$ cat src/rtl/vend_select_ctrl.sv
// Multi-item vending controller: stores coin credit, reports per-item affordability,
// and runs the dispense and change-return handshakes.
module vend_select_ctrl #(
  parameter int unsigned N_ITEMS    = 4,
  parameter int unsigned CREDIT_W   = 4,
  parameter int unsigned MAX_CREDIT = 8,
  parameter logic [N_ITEMS*CREDIT_W-1:0] PRICES = {4'd8, 4'd6, 4'd5, 4'd5},
  localparam int unsigned SEL_W = (N_ITEMS > 1) ? $clog2(N_ITEMS) : 1
) (
  input  logic                clk,
  input  logic                rst_n,
  input  logic                coin_valid,
  input  logic [CREDIT_W-1:0] coin_value,
  input  logic                sel_valid,
  input  logic [SEL_W-1:0]    sel_idx,
  input  logic                cancel,
  input  logic                dispense_ready,
  input  logic                change_ready,
  output logic [CREDIT_W-1:0] credit,
  output logic [N_ITEMS-1:0]  affordable,
  output logic                coin_reject,
  output logic                sel_reject,
  output logic                dispense_valid,
  output logic [SEL_W-1:0]    dispense_idx,
  output logic                change_valid,
  output logic [CREDIT_W-1:0] change_value
);

  typedef enum logic [1:0] {StIdle, StAccum, StVend, StChange} state_e;

  state_e state_q;

  if (MAX_CREDIT >= (2 ** CREDIT_W)) begin : g_bad_max
    $fatal(1, "MAX_CREDIT must fit in CREDIT_W bits");
  end

  for (genvar g = 0; g < N_ITEMS; g++) begin : g_price_check
    if ((PRICES[g*CREDIT_W +: CREDIT_W] == '0) ||
        (int'(PRICES[g*CREDIT_W +: CREDIT_W]) > int'(MAX_CREDIT))) begin : g_bad_price
      $fatal(1, "item price out of range 1..MAX_CREDIT");
    end
  end

  logic                idle_or_accum;
  logic [CREDIT_W:0]   coin_sum;
  logic                coin_fits;
  logic                sel_ok;
  logic [CREDIT_W-1:0] sel_price;

  assign idle_or_accum = (state_q == StIdle) || (state_q == StAccum);
  assign coin_sum      = {1'b0, credit} + {1'b0, coin_value};
  assign coin_fits     = (coin_sum <= (CREDIT_W+1)'(MAX_CREDIT));

  always_comb begin
    affordable = '0;
    for (int unsigned i = 0; i < N_ITEMS; i++) begin
      affordable[i] = idle_or_accum && (credit >= PRICES[i*CREDIT_W +: CREDIT_W]);
    end
  end

  // Index decode by comparison so an out-of-range sel_idx never selects anything.
  always_comb begin
    sel_ok    = 1'b0;
    sel_price = '0;
    for (int unsigned i = 0; i < N_ITEMS; i++) begin
      if (SEL_W'(i) == sel_idx) begin
        sel_ok    = affordable[i];
        sel_price = PRICES[i*CREDIT_W +: CREDIT_W];
      end
    end
  end

  always_ff @(posedge clk or negedge rst_n) begin
    if (!rst_n) begin
      state_q        <= StIdle;
      credit         <= '0;
      coin_reject    <= 1'b0;
      sel_reject     <= 1'b0;
      dispense_valid <= 1'b0;
      dispense_idx   <= '0;
      change_valid   <= 1'b0;
      change_value   <= '0;
    end else begin
      coin_reject <= 1'b0;
      sel_reject  <= 1'b0;
      unique case (state_q)
        StIdle, StAccum: begin
          // Cancel with no credit is a no-op and does not block a coin or selection.
          if (cancel && (state_q == StAccum)) begin
            change_value <= credit;
            change_valid <= 1'b1;
            credit       <= '0;
            state_q      <= StChange;
            coin_reject  <= coin_valid;
            sel_reject   <= sel_valid;
          end else if (coin_valid) begin
            sel_reject <= sel_valid;
            if (coin_fits) begin
              credit <= coin_sum[CREDIT_W-1:0];
              if (coin_sum != '0) begin
                state_q <= StAccum;
              end
            end else begin
              coin_reject <= 1'b1;
            end
          end else if (sel_valid) begin
            if (sel_ok) begin
              credit         <= credit - sel_price;
              dispense_idx   <= sel_idx;
              dispense_valid <= 1'b1;
              state_q        <= StVend;
            end else begin
              sel_reject <= 1'b1;
            end
          end
        end
        StVend: begin
          coin_reject <= coin_valid;
          sel_reject  <= sel_valid;
          if (dispense_ready) begin
            dispense_valid <= 1'b0;
            if (credit != '0) begin
              change_value <= credit;
              change_valid <= 1'b1;
              credit       <= '0;
              state_q      <= StChange;
            end else begin
              state_q <= StIdle;
            end
          end
        end
        StChange: begin
          coin_reject <= coin_valid;
          sel_reject  <= sel_valid;
          if (change_ready) begin
            change_valid <= 1'b0;
            change_value <= '0;
            state_q      <= StIdle;
          end
        end
        default: state_q <= StIdle;
      endcase
    end
  end

endmodule

$ cat config.mk
export PLATFORM = sky130hd
export DESIGN_NAME = vend_select_ctrl
export DESIGN_NICKNAME = d
export VERILOG_FILES = /design/src/rtl/vend_select_ctrl.sv
export SDC_FILE = /design/constraint.sdc
export NUM_CORES = 1
export LEC_CHECK = 0
export CELL_PAD_IN_SITES_DETAIL_PLACEMENT = 1
export CELL_PAD_IN_SITES_GLOBAL_PLACEMENT = 1
export CORE_UTILIZATION = 38
export DETAILED_ROUTE_END_ITERATION = 8
export PLACE_DENSITY = 0.95
export RECOVER_POWER = 100
export SYNTH_ARGS = -nofsm -noshare
export SYNTH_HDL_FRONTEND = slang
export SYNTH_SLANG_ARGS = --single-unit
$ cat constraint.sdc
create_clock -name clk -period 4 [get_ports clk]
set_input_delay 1.2 -clock clk [delete_from_list [all_inputs] [get_ports clk]]
set_output_delay 1.2 -clock clk [all_outputs]
set_load 0.005 [all_outputs]
## Word-level counts from Yosys, hierarchy flattened

Cells that the tools add are included.

| operators by class | value |
|---|---|
| $add $sub $neg | 2 |
| $lt $le $gt $ge | 4 |
| eq/ne operators | 18 |
| mux-type cells | 51 |
| bitwise gates (word level) | 2 |
| reduce and logical (&&, ||, !) cells | 17 |

Operator list:

| operator | number |
|---|---|
| 2-to-1 mux 4 bit | 14 |
| 2-to-1 mux 1 bit | 20 |
| 2-to-1 mux 2 bit | 9 |
| AND reduction 6 bit | 3 |
| != test 2 bit (second input constant) | 8 |
| != test 4 bit (second input constant) | 4 |
| case mux 4 bit (3 select lines) | 1 |
| greater-or-equal comparator 4 x 3 -> 1 bit (second input constant) | 2 |
| case mux 4 bit (2 select lines) | 1 |
| case mux 1 bit (2 select lines) | 3 |
| case mux 2 bit (3 select lines) | 1 |
| adder 4 x 4 -> 5 bit | 1 |
| <= comparator 5 x 4 -> 1 bit (second input constant) | 1 |
| AND reduction 5 bit | 1 |
| nonzero test 5 bit | 1 |
| == test 2 bit (first input constant) | 2 |
| == test 2 bit (second input constant) | 2 |
| greater-or-equal comparator 4 bit (second input constant) | 1 |
| logical AND 1 bit | 4 |
| zero test 2 bit | 2 |
| AND reduction 4 bit | 1 |
| nonzero test 4 bit | 1 |
| OR reduction 2 bit | 2 |
| subtractor 4 bit | 1 |
| 7 further kinds | 8 |

| storage, ports and cells | value |
|---|---|
| flip-flop bits (word level) | 16 |
| bits of input ports | 13 |
| word-level logic and storage cells | 102 |

## Depth between registers and ports, before layout

Gate-level depths: netlist (run 1).

| logic depth | value |
|---|---|
| word-level depth | 12 |
| gate-level depth with buffers | 8 |
| depth with buffers taken out | 8 |

## Worst setup path before layout (run 1)

No wires, ideal clock.

| path | value |
|---|---|
| path kind | input-to-reg |
| start point | in coin_value[0] |
| end point | reg credit[0] |
| library setup time | 0.128 ns |
| arrival time | 2.995 ns |
| path slack | 0.878 ns |
| stages on the path | 7 |
| cell sequence | ha_1 > fa_1 > xnor2_1 > o2bb2ai_1 > o21ai_1 > a211oi_4 > mux2_1 |

| on the way | value |
|---|---|
| word-level cells in the longest chain between the ends | 5 |

RTL lines:

| element | RTL line | source |
|---|---|---|
| start: declaration | 13 | `input logic [CREDIT_W-1:0] coin_value,` |
| adder 4 x 4 -> 5 bit * | 51 | `assign coin_sum = {1'b0, credit} + {1'b0, coin_value};` |
| branches (longest 4 deep; another with <= comparator 5 x 4 -> 1 bit) | n/a |  |
| end signal: assignment | 99 | `credit <= coin_sum[CREDIT_W-1:0];` |
| end signal: assignment | 108 | `credit <= credit - sel_price;` |
| end: declaration | 19 | `output logic [CREDIT_W-1:0] credit,` |

Every way passes the cells marked *. The select of a mux whose other input is x is not followed.
A chain may end at the register's enable or synchronous reset.

## Final worst setup path (run 1)

| path | value |
|---|---|
| start point | in coin_value[0] |
| end point | reg credit[2] |

The elaborated chain is that of the path after synthesis.

==> summary.md, run 1 <==
| Metric | Value |
|---|---|
| Syn-to-layout area delta | `28.8%` |
| Placed instance count | `189` |
| Die Y | `57.4 µm` |
| Clock Skews | `0.0102 ns` |
| Overall global routing resource usage | `between 20 and 25%` |
| Max-cap violations | `0` |
| Mapped Area | `~1200 µm²` |
| Via/cell ratio | `between 5 and 6` |
| Root Driver | `clkbuf_4` |
| Router iterations before antenna repair | `4` |
| Max FO, Critical Path | `4` |
| PwrDens | `approximately 700 nW/µm²` |
| Switching share of power | `approximately 47%` |
| Antenna-violating nets left | `0` |
| N_diodes | `0` |
| Fin cells | `approximately 190` |
| Initial core utilization | `between 40% and 50%` |
| Leading cell type in the layout, fill and taps excluded | `dlygate4sd3_1` |
| Worst Tran Pin Value | `0.799 ns` |
| Clk sink count | `16` |
| Placer Congestion | `0.866` |
| Lkg Pwr | `~0.70 nW` |
| P_sw | `slightly below 0.0005 W` |
| Syn Inst Count | `around 130` |
| Final setup vio count | `0` |
| Yosys cell types | `36` |
| Status | `finished clean` |
| Wire length of the first global-routing pass | `around 5600 µm` |
| # resized after CTS | `0` |
| DR WL/cell | `17.1 µm` |
| DP HPWL | `2630 µm` |
| Post-synthesis xor/xnor area fraction | `around 2.3%` |
| Slew Limit Fails | `0` |
| Clock share of power | `between 8 and 9%` |
| GRT Residual Overflow | `0` |
| Post-synthesis sequential area ratio | `between 30 and 40%` |
| Critical path class | `in -> reg` |
| Hold Path Class | `reg -> reg` |
| Area leader, netlist | `dfrtp_1` |
| Residual DRC | `0` |
| Highest clock rate | `approximately 0.28 GHz` |
| Vias in the first global route | `around 1200` |
| Worst r2r path cells | `7` |
| Mean Syn Cell Area | `8.91 µm²` |
| # rows | `19` |
| Top-area cell type share of the netlist area | `between 30% and 40%` |
| Total CTS buffers | `3` |
| Worst setup margin | `between 0.4 and 0.5 ns` |
| Hold Path Depth | `2` |
| Die X-Extent | `about 57 µm` |
| Setup repair after global routing missed its margin | `no` |
| Hold_buf cts | `0` |
| HP Start | `change_value[1]` |
| Final setup TNS | `0 ns` |
| Post-CTS Setup Bufs | `0` |
| Nets | `185` |
| Post-synthesis register bit count | `16` |
| WHS | `around 0.48 ns` |
| Main combinational cell family by area after synthesis | `compound AO/OA/AOI/OAI gates` |
| Die area | `between 3000 and 4000 µm²` |
| Skew-Pair Late Insertion Delay | `slightly below 0.3 ns` |
| Post-layout util | `~53%` |
| Layout cell share with drive strength beyond 1 | `around 4.3%` |
| WP data required | `approximately 4.2 ns` |
| Slew headroom | `~46%` |
| Final period demand of the worst path | `between 3 and 4 ns` |
| Simple-Gate Fraction of Synth Area | `around 16%` |
| Pre-CTS WS | `between 0.2 and 0.25 ns` |
| Vias post-DR | `1108` |
| Number of port buffers | `30` |
| CP Capture Type | `flip-flop` |
| Synth Area in Compound Gates | `22.9%` |
| Reg power frac | `29.8%` |
| Htree depth | `1` |
| Synth warn | `0` |
| Crit path launch type | `primary input` |
| IO Count | `31` |
| Initial antenna violation count | `0` |
| Clk slew on worst S/H paths | `about 0.09 ns` |
| Adder-cell share of the synthesized area | `between 10% and 20%` |
| Syn_nets | `approximately 150` |
| Cell internal pwr | `~0.00056 W` |
| Largest net degree at the start of global routing | `17` |
| First DRT Iteration DRCs | `34` |
| Peak supply drop | `roughly 0.28 mV` |
| Commonest non-fill, non-tap cells in the layout | `dlygate4sd3_1 (20), nand2_1 (17), dfrtp_1 (16)` |
| Maximum clock insertion buffer count | `2` |
| Final Hold Fails | `0` |
| DRT Wirelength | `about 3300 µm` |
| Final period utilization | `between 80% and 90%` |
| Leading post-synthesis cells by cell area | `dfrtp_1 (34%), ha_1 (7.5%), nand2_1 (5.5%)` |
| Combinational power share | `between 60% and 70%` |
| Multiplexer share of the synthesized area | `slightly above 9%` |
| CP startpoint | `coin_value[0]` |
| Reg2Reg Launch Point | `credit[0]` |
| CP arrival | `~3.8 ns` |
| CTS tree | `built` |
| Core footprint | `about 2800 µm²` |
## flip-flops by register name, summed over array words and instances, names as in the netlist
signal / count
change_value: 4
credit: 4
dispense_idx: 2
state_q: 2
change_valid: 1
coin_reject: 1
dispense_valid: 1
sel_reject: 1
## final cells by class
class | count | area [µm²]
Clock buffer | 3 | 22.5
Fill cell | 338 | 1330
Inverter | 11 | 41.3
Multi-Input combinational cell | 101 | 701
Sequential cell | 16 | 400
Tap cell | 31 | 38.8
Timing Repair Buffer | 30 | 300
## kinds of logic after synthesis
kind of cell,after synthesis
xor gates and xnor gates,3
AOI/OAI and AO/OA,38
buffers and inverters,14
and+or+nand+nor,41
muxes,10
DFF,16
adders and majority gates,9
## critical path, stage by stage
cell	delay, ns
clkdlybuf4s50_1	0.42
ha_1	0.26
fa_1	0.42
xnor2_1	0.34
o2bb2ai_1	0.20
o21ai_0	0.20
a211oi_4	0.34
mux2_1	0.37
## final timing paths
path                       slack, ns               to
max in group asynchronous       2.11        credit[3]
hold / removal                  0.48  change_value[1]
setup / recovery                0.42        credit[2]
min in group asynchronous       1.41  change_value[2]
setup reg to reg                1.27        credit[2]
hold reg to reg                 0.48  change_value[1]
## cells in the mapped netlist
| cell | n |
|---|---|
| a2111oi_2 | 1 |
| a211o_1 | 1 |
| a211oi_1 | 4 |
| a211oi_4 | 1 |
| a21o_1 | 2 |
| a21oi_1 | 6 |
| a21oi_2 | 1 |
| a22oi_1 | 1 |
| a311oi_2 | 1 |
| and4b_1 | 1 |
| buf_4 | 1 |
| clkbuf_1 | 2 |
| dfrtp_1 | 16 |
| fa_1 | 2 |
| ha_1 | 7 |
| inv_1 | 11 |
| mux2_1 | 4 |
| mux2_2 | 2 |
| mux2i_1 | 4 |
| nand2_1 | 17 |
| nand2b_1 | 3 |
| nand3_1 | 3 |
| nor2_1 | 12 |
| nor2b_1 | 1 |
| nor3_1 | 2 |
| nor4_1 | 1 |
| o211ai_1 | 1 |
| o21a_1 | 2 |
| o21ai_0 | 9 |
| o21ai_1 | 5 |
| o221ai_1 | 1 |
| o2bb2ai_1 | 1 |
| o31ai_1 | 1 |
| or2_1 | 1 |
| xnor2_1 | 2 |
| xor2_1 | 1 |
## per-layer routing
metal  GRT usage (%)  share of wire [%]  wire (µm)  vias up
li1                -                  -          -      524
met2            41.2                 55       1800       29
met1            24.8                 41       1350      549
met3            3.17                2.4         80        6
met4            5.92                1.3         44        0
met5               0                  0          0        -
## power groups by stage
stage               Sequential, W  Combinational, W   Clock, W
global placement         0.000314          0.000632          0
detailed placement       0.000320          0.000680          0
CTS                      0.000317          0.000686  0.0000861
floorplan                0.000288          0.000438          0
finish                   0.000313          0.000654  0.0000855
global route             0.000327          0.000724  0.0000912
## per-stage QoR
step / area [µm²] / power, W
floorplan: 1170 / 0.000727
global placement: 1490 / 0.000946
finish: 1500 / 0.00105
detailed placement: 1490 / 0.00100
global route: 1500 / 0.00114
CTS: 1510 / 0.00109
No activity file was read; power rests on OpenSTA's default activity.
==> run 2: changes to the inputs <==
--- a/config.mk
+++ b/config.mk
@@ -11,6 +11,7 @@
 export DETAILED_ROUTE_END_ITERATION = 8
 export PLACE_DENSITY = 0.95
 export RECOVER_POWER = 100
+export REMOVE_ABC_BUFFERS = 1
 export SYNTH_ARGS = -nofsm -noshare
 export SYNTH_HDL_FRONTEND = slang
 export SYNTH_SLANG_ARGS = --single-unit
==> summary.md, run 2 (synthesis results as in run 1) <==
| Metric | Value |
|---|---|
| Status | `finished, violations left` |
| Failing checks | `DRC` |
| DP HPWL | `2590 µm (-1.6%)` |
| Cell area after placement | `1490 µm² (unchanged)` |
| First DRT Iteration DRCs | `18 (-47%)` |
| Residual DRC | `2 (+2)` |
| Reg power frac | `29.2% (-0.6 points)` |
| Max-cap violations | `0 (unchanged)` |
| Htree depth | `1 (unchanged)` |
| Slew headroom | `50.2% (+3.8 points)` |
| Die area | `3300 µm² (unchanged)` |
| IO Count | `31 (unchanged)` |
| Vias in the first global route | `1203 (-1.5%)` |
| GRT Residual Overflow | `0 (unchanged)` |
| Crit path launch type | `primary input` |
| CTS tree | `built` |
| CP startpoint | `coin_value[0]` |
| Leading cell type in the layout, fill and taps excluded | `dlygate4sd3_1` |
| Max incr delay on CP | `0.41 ns (about the same)` |
| P_sw | `0.000496 W (+0.99%)` |
| Initial core utilization | `41.3% (unchanged)` |
| # rows | `19 (unchanged)` |
| Layout cell share with drive strength beyond 1 | `4.94% (+0.59 points)` |
| Worst Tran Pin Value | `0.742 ns (-0.0571 ns)` |
| Die X-Extent | `57.4 µm (unchanged)` |
| Clk slew on worst S/H paths | `0.09 ns (about the same)` |
| DRT Wirelength | `3260 µm (-0.85%)` |
| Clk sink count | `16 (unchanged)` |
| Final setup TNS | `0 ns (unchanged)` |
| # resized after CTS | `0 (unchanged)` |
| Multi-input gate area | `701 µm² (unchanged)` |
| Crit-path slowest cell | `fa_1` |
| DR WL/cell | `16.9 µm (-1.4%)` |
| Post-CTS Setup Bufs | `0 (unchanged)` |
| Die Y | `57.4 µm (unchanged)` |
| Switching share of power | `46.0% (-0.66 points)` |
| Overall global routing resource usage | `22.1% (+0.45 points)` |
| Wire length of the first global-routing pass | `5580 µm (+0.50%)` |
| Maximum clock insertion buffer count | `2 (unchanged)` |
| Final instance area | `1520 µm² (+0.92%)` |
| Peak supply drop | `0.227 mV (-18%)` |
| Nets | `185 (unchanged)` |
| Antenna-violating nets left | `0 (unchanged)` |
| Highest clock rate | `0.281 GHz (+0.60%)` |
| Largest net degree at the start of global routing | `17 (unchanged)` |
| Hold Path Class | `reg -> reg` |
| CP arrival | `3.74 ns (about the same)` |
| Cells along the critical path | `clkdlybuf4s50_1 -> ha_1 -> fa_1 -> xnor2_1 -> o2bb2ai_1 -> o21ai_0 -> a211oi_4 -> mux2_1` |
| Setup repair after global routing missed its margin | `no` |
| Worst setup margin | `0.439 ns (+0.0213 ns)` |
| Biggest regs | `change_value x4, credit x4` |
| Cell internal pwr | `0.000582 W (+3.7%)` |
| Router iterations before antenna repair | `6 (+2)` |
| Vias post-DR | `1110 (+0.18%)` |
| Hold_buf cts | `0 (unchanged)` |
| Via/cell ratio | `5.75 (-0.34%)` |
| Slew Limit Fails | `0 (unchanged)` |
| Fill cells | `347 (+2.7%)` |
| Max FO, Critical Path | `4 (unchanged)` |
| CP Capture Type | `flip-flop` |
| Cell family with most CP delay | `compound AO/OA/AOI/OAI gates` |
| Combinational power share | `60.6% (-1.5 points)` |
| Clock Skews | `0.00636 ns (-0.00380 ns)` |
| Core footprint | `2830 µm² (unchanged)` |
| N_diodes | `0 (unchanged)` |
| Pre-CTS WS | `0.235 ns (+0.0274 ns)` |
| Number of port buffers | `30 (unchanged)` |
| Lkg Pwr | `0.707 nW (+1.0%)` |
| Reg2Reg Launch Point | `credit[0]` |
| Final setup vio count | `0 (unchanged)` |
| Placer Congestion | `0.869 (+0.33%)` |
| WHS | `0.487 ns (+0.00515 ns)` |
| Syn-to-layout area delta | `30.0%` |
| Commonest non-fill, non-tap cells in the layout | `dlygate4sd3_1 (20), nand2_1 (17), dfrtp_1 (16)` |
| Final period utilization | `89.0% (-0.53 points)` |
| Worst Path Buf+Inv | `1 (unchanged)` |
| Final period demand of the worst path | `3.56 ns (-0.0213 ns)` |
| FF+latch area | `400 µm² (unchanged)` |
| Root Driver | `clkbuf_4` |
| Total CTS buffers | `3 (unchanged)` |
| Final Hold Fails | `0 (unchanged)` |
| Clock share of power | `10.2% (+2.1 points)` |
| WP data required | `4.18 ns (+0.02 ns)` |
| HP Start | `change_value[3]` |
| Skew-Pair Late Insertion Delay | `0.30 ns (about the same)` |
| PwrDens | `710 nW/µm² (+1.5%)` |
| Initial antenna violation count | `0 (unchanged)` |
| Critical path class | `in -> reg` |
-- run 2: cell count changes in the layout (fill, tap and decap cells not counted), sizes merged --
cell | before | now
clkbuf | 3 | 4
-- run 2: cell type report --
class | instances | share of cell area (%)
well taps | 31 | 2.56
clock buffers | 4 | 2.39
multi-input cells | 101 | 46.2
repair buffers | 30 | 19.8
inverters | 11 | 2.72
flip-flops and latches | 16 | 26.4
-- run 2: power groups by stage --
| stage | logic, W | registers (W) | clock network [W] |
|---|---|---|---|
| finish | 0.000653 | 0.000315 | 0.000110 |
| floorplan | 0.000420 | 0.000298 | 0 |
| detailed placement | 0.000675 | 0.000322 | 0 |
| CTS | 0.000683 | 0.000319 | 0.000110 |
| global route | 0.000724 | 0.000326 | 0.000116 |
| global placement | 0.000635 | 0.000314 | 0 |
-- run 2: worst paths after layout --
| kind | to | slack [ns] | depth (start not counted) |
|---|---|---|---|
| max reg2reg | credit[2] | 1.23 | 7 |
| min reg2reg | change_value[3] | 0.49 | 2 |
| max | credit[2] | 0.44 | 8 |
| min | change_value[3] | 0.49 | 2 |
| min in group asynchronous | change_value[0] | 1.38 | 1 |
| max in group asynchronous | change_value[1] | 2.17 | 1 |
-- run 2: through the flow --
stage	instances	util (%)	total power, W
5_1_grt	193	53.6	0.00117
6_report	193	53.6	0.00108
4_1_cts	193	54.0	0.00111
3_3_place_gp	189	52.7	0.000949
2_1_floorplan	128	-	0.000717
3_5_place_dp	189	52.7	0.000997
-- run 2: worst reg2reg max path, delay by kind of cell (launching register included) --
family	cells	cell delay [ns]
AOI/OAI and AO/OA	3	0.77
adders and majority gates	2	0.68
xor gates and xnor gates	1	0.35
muxes	1	0.37
DFF	1	0.48
-- run 2: routing by layer --
layer  vias to the layer above  track usage, %  part of all wire, %
li1                        528               -                    -
met1                       552            25.4                   42
met2                        25            41.5                   53
met3                         5            2.49                  2.9
met4                         0            8.01                  1.8
met5                         -               0                    0
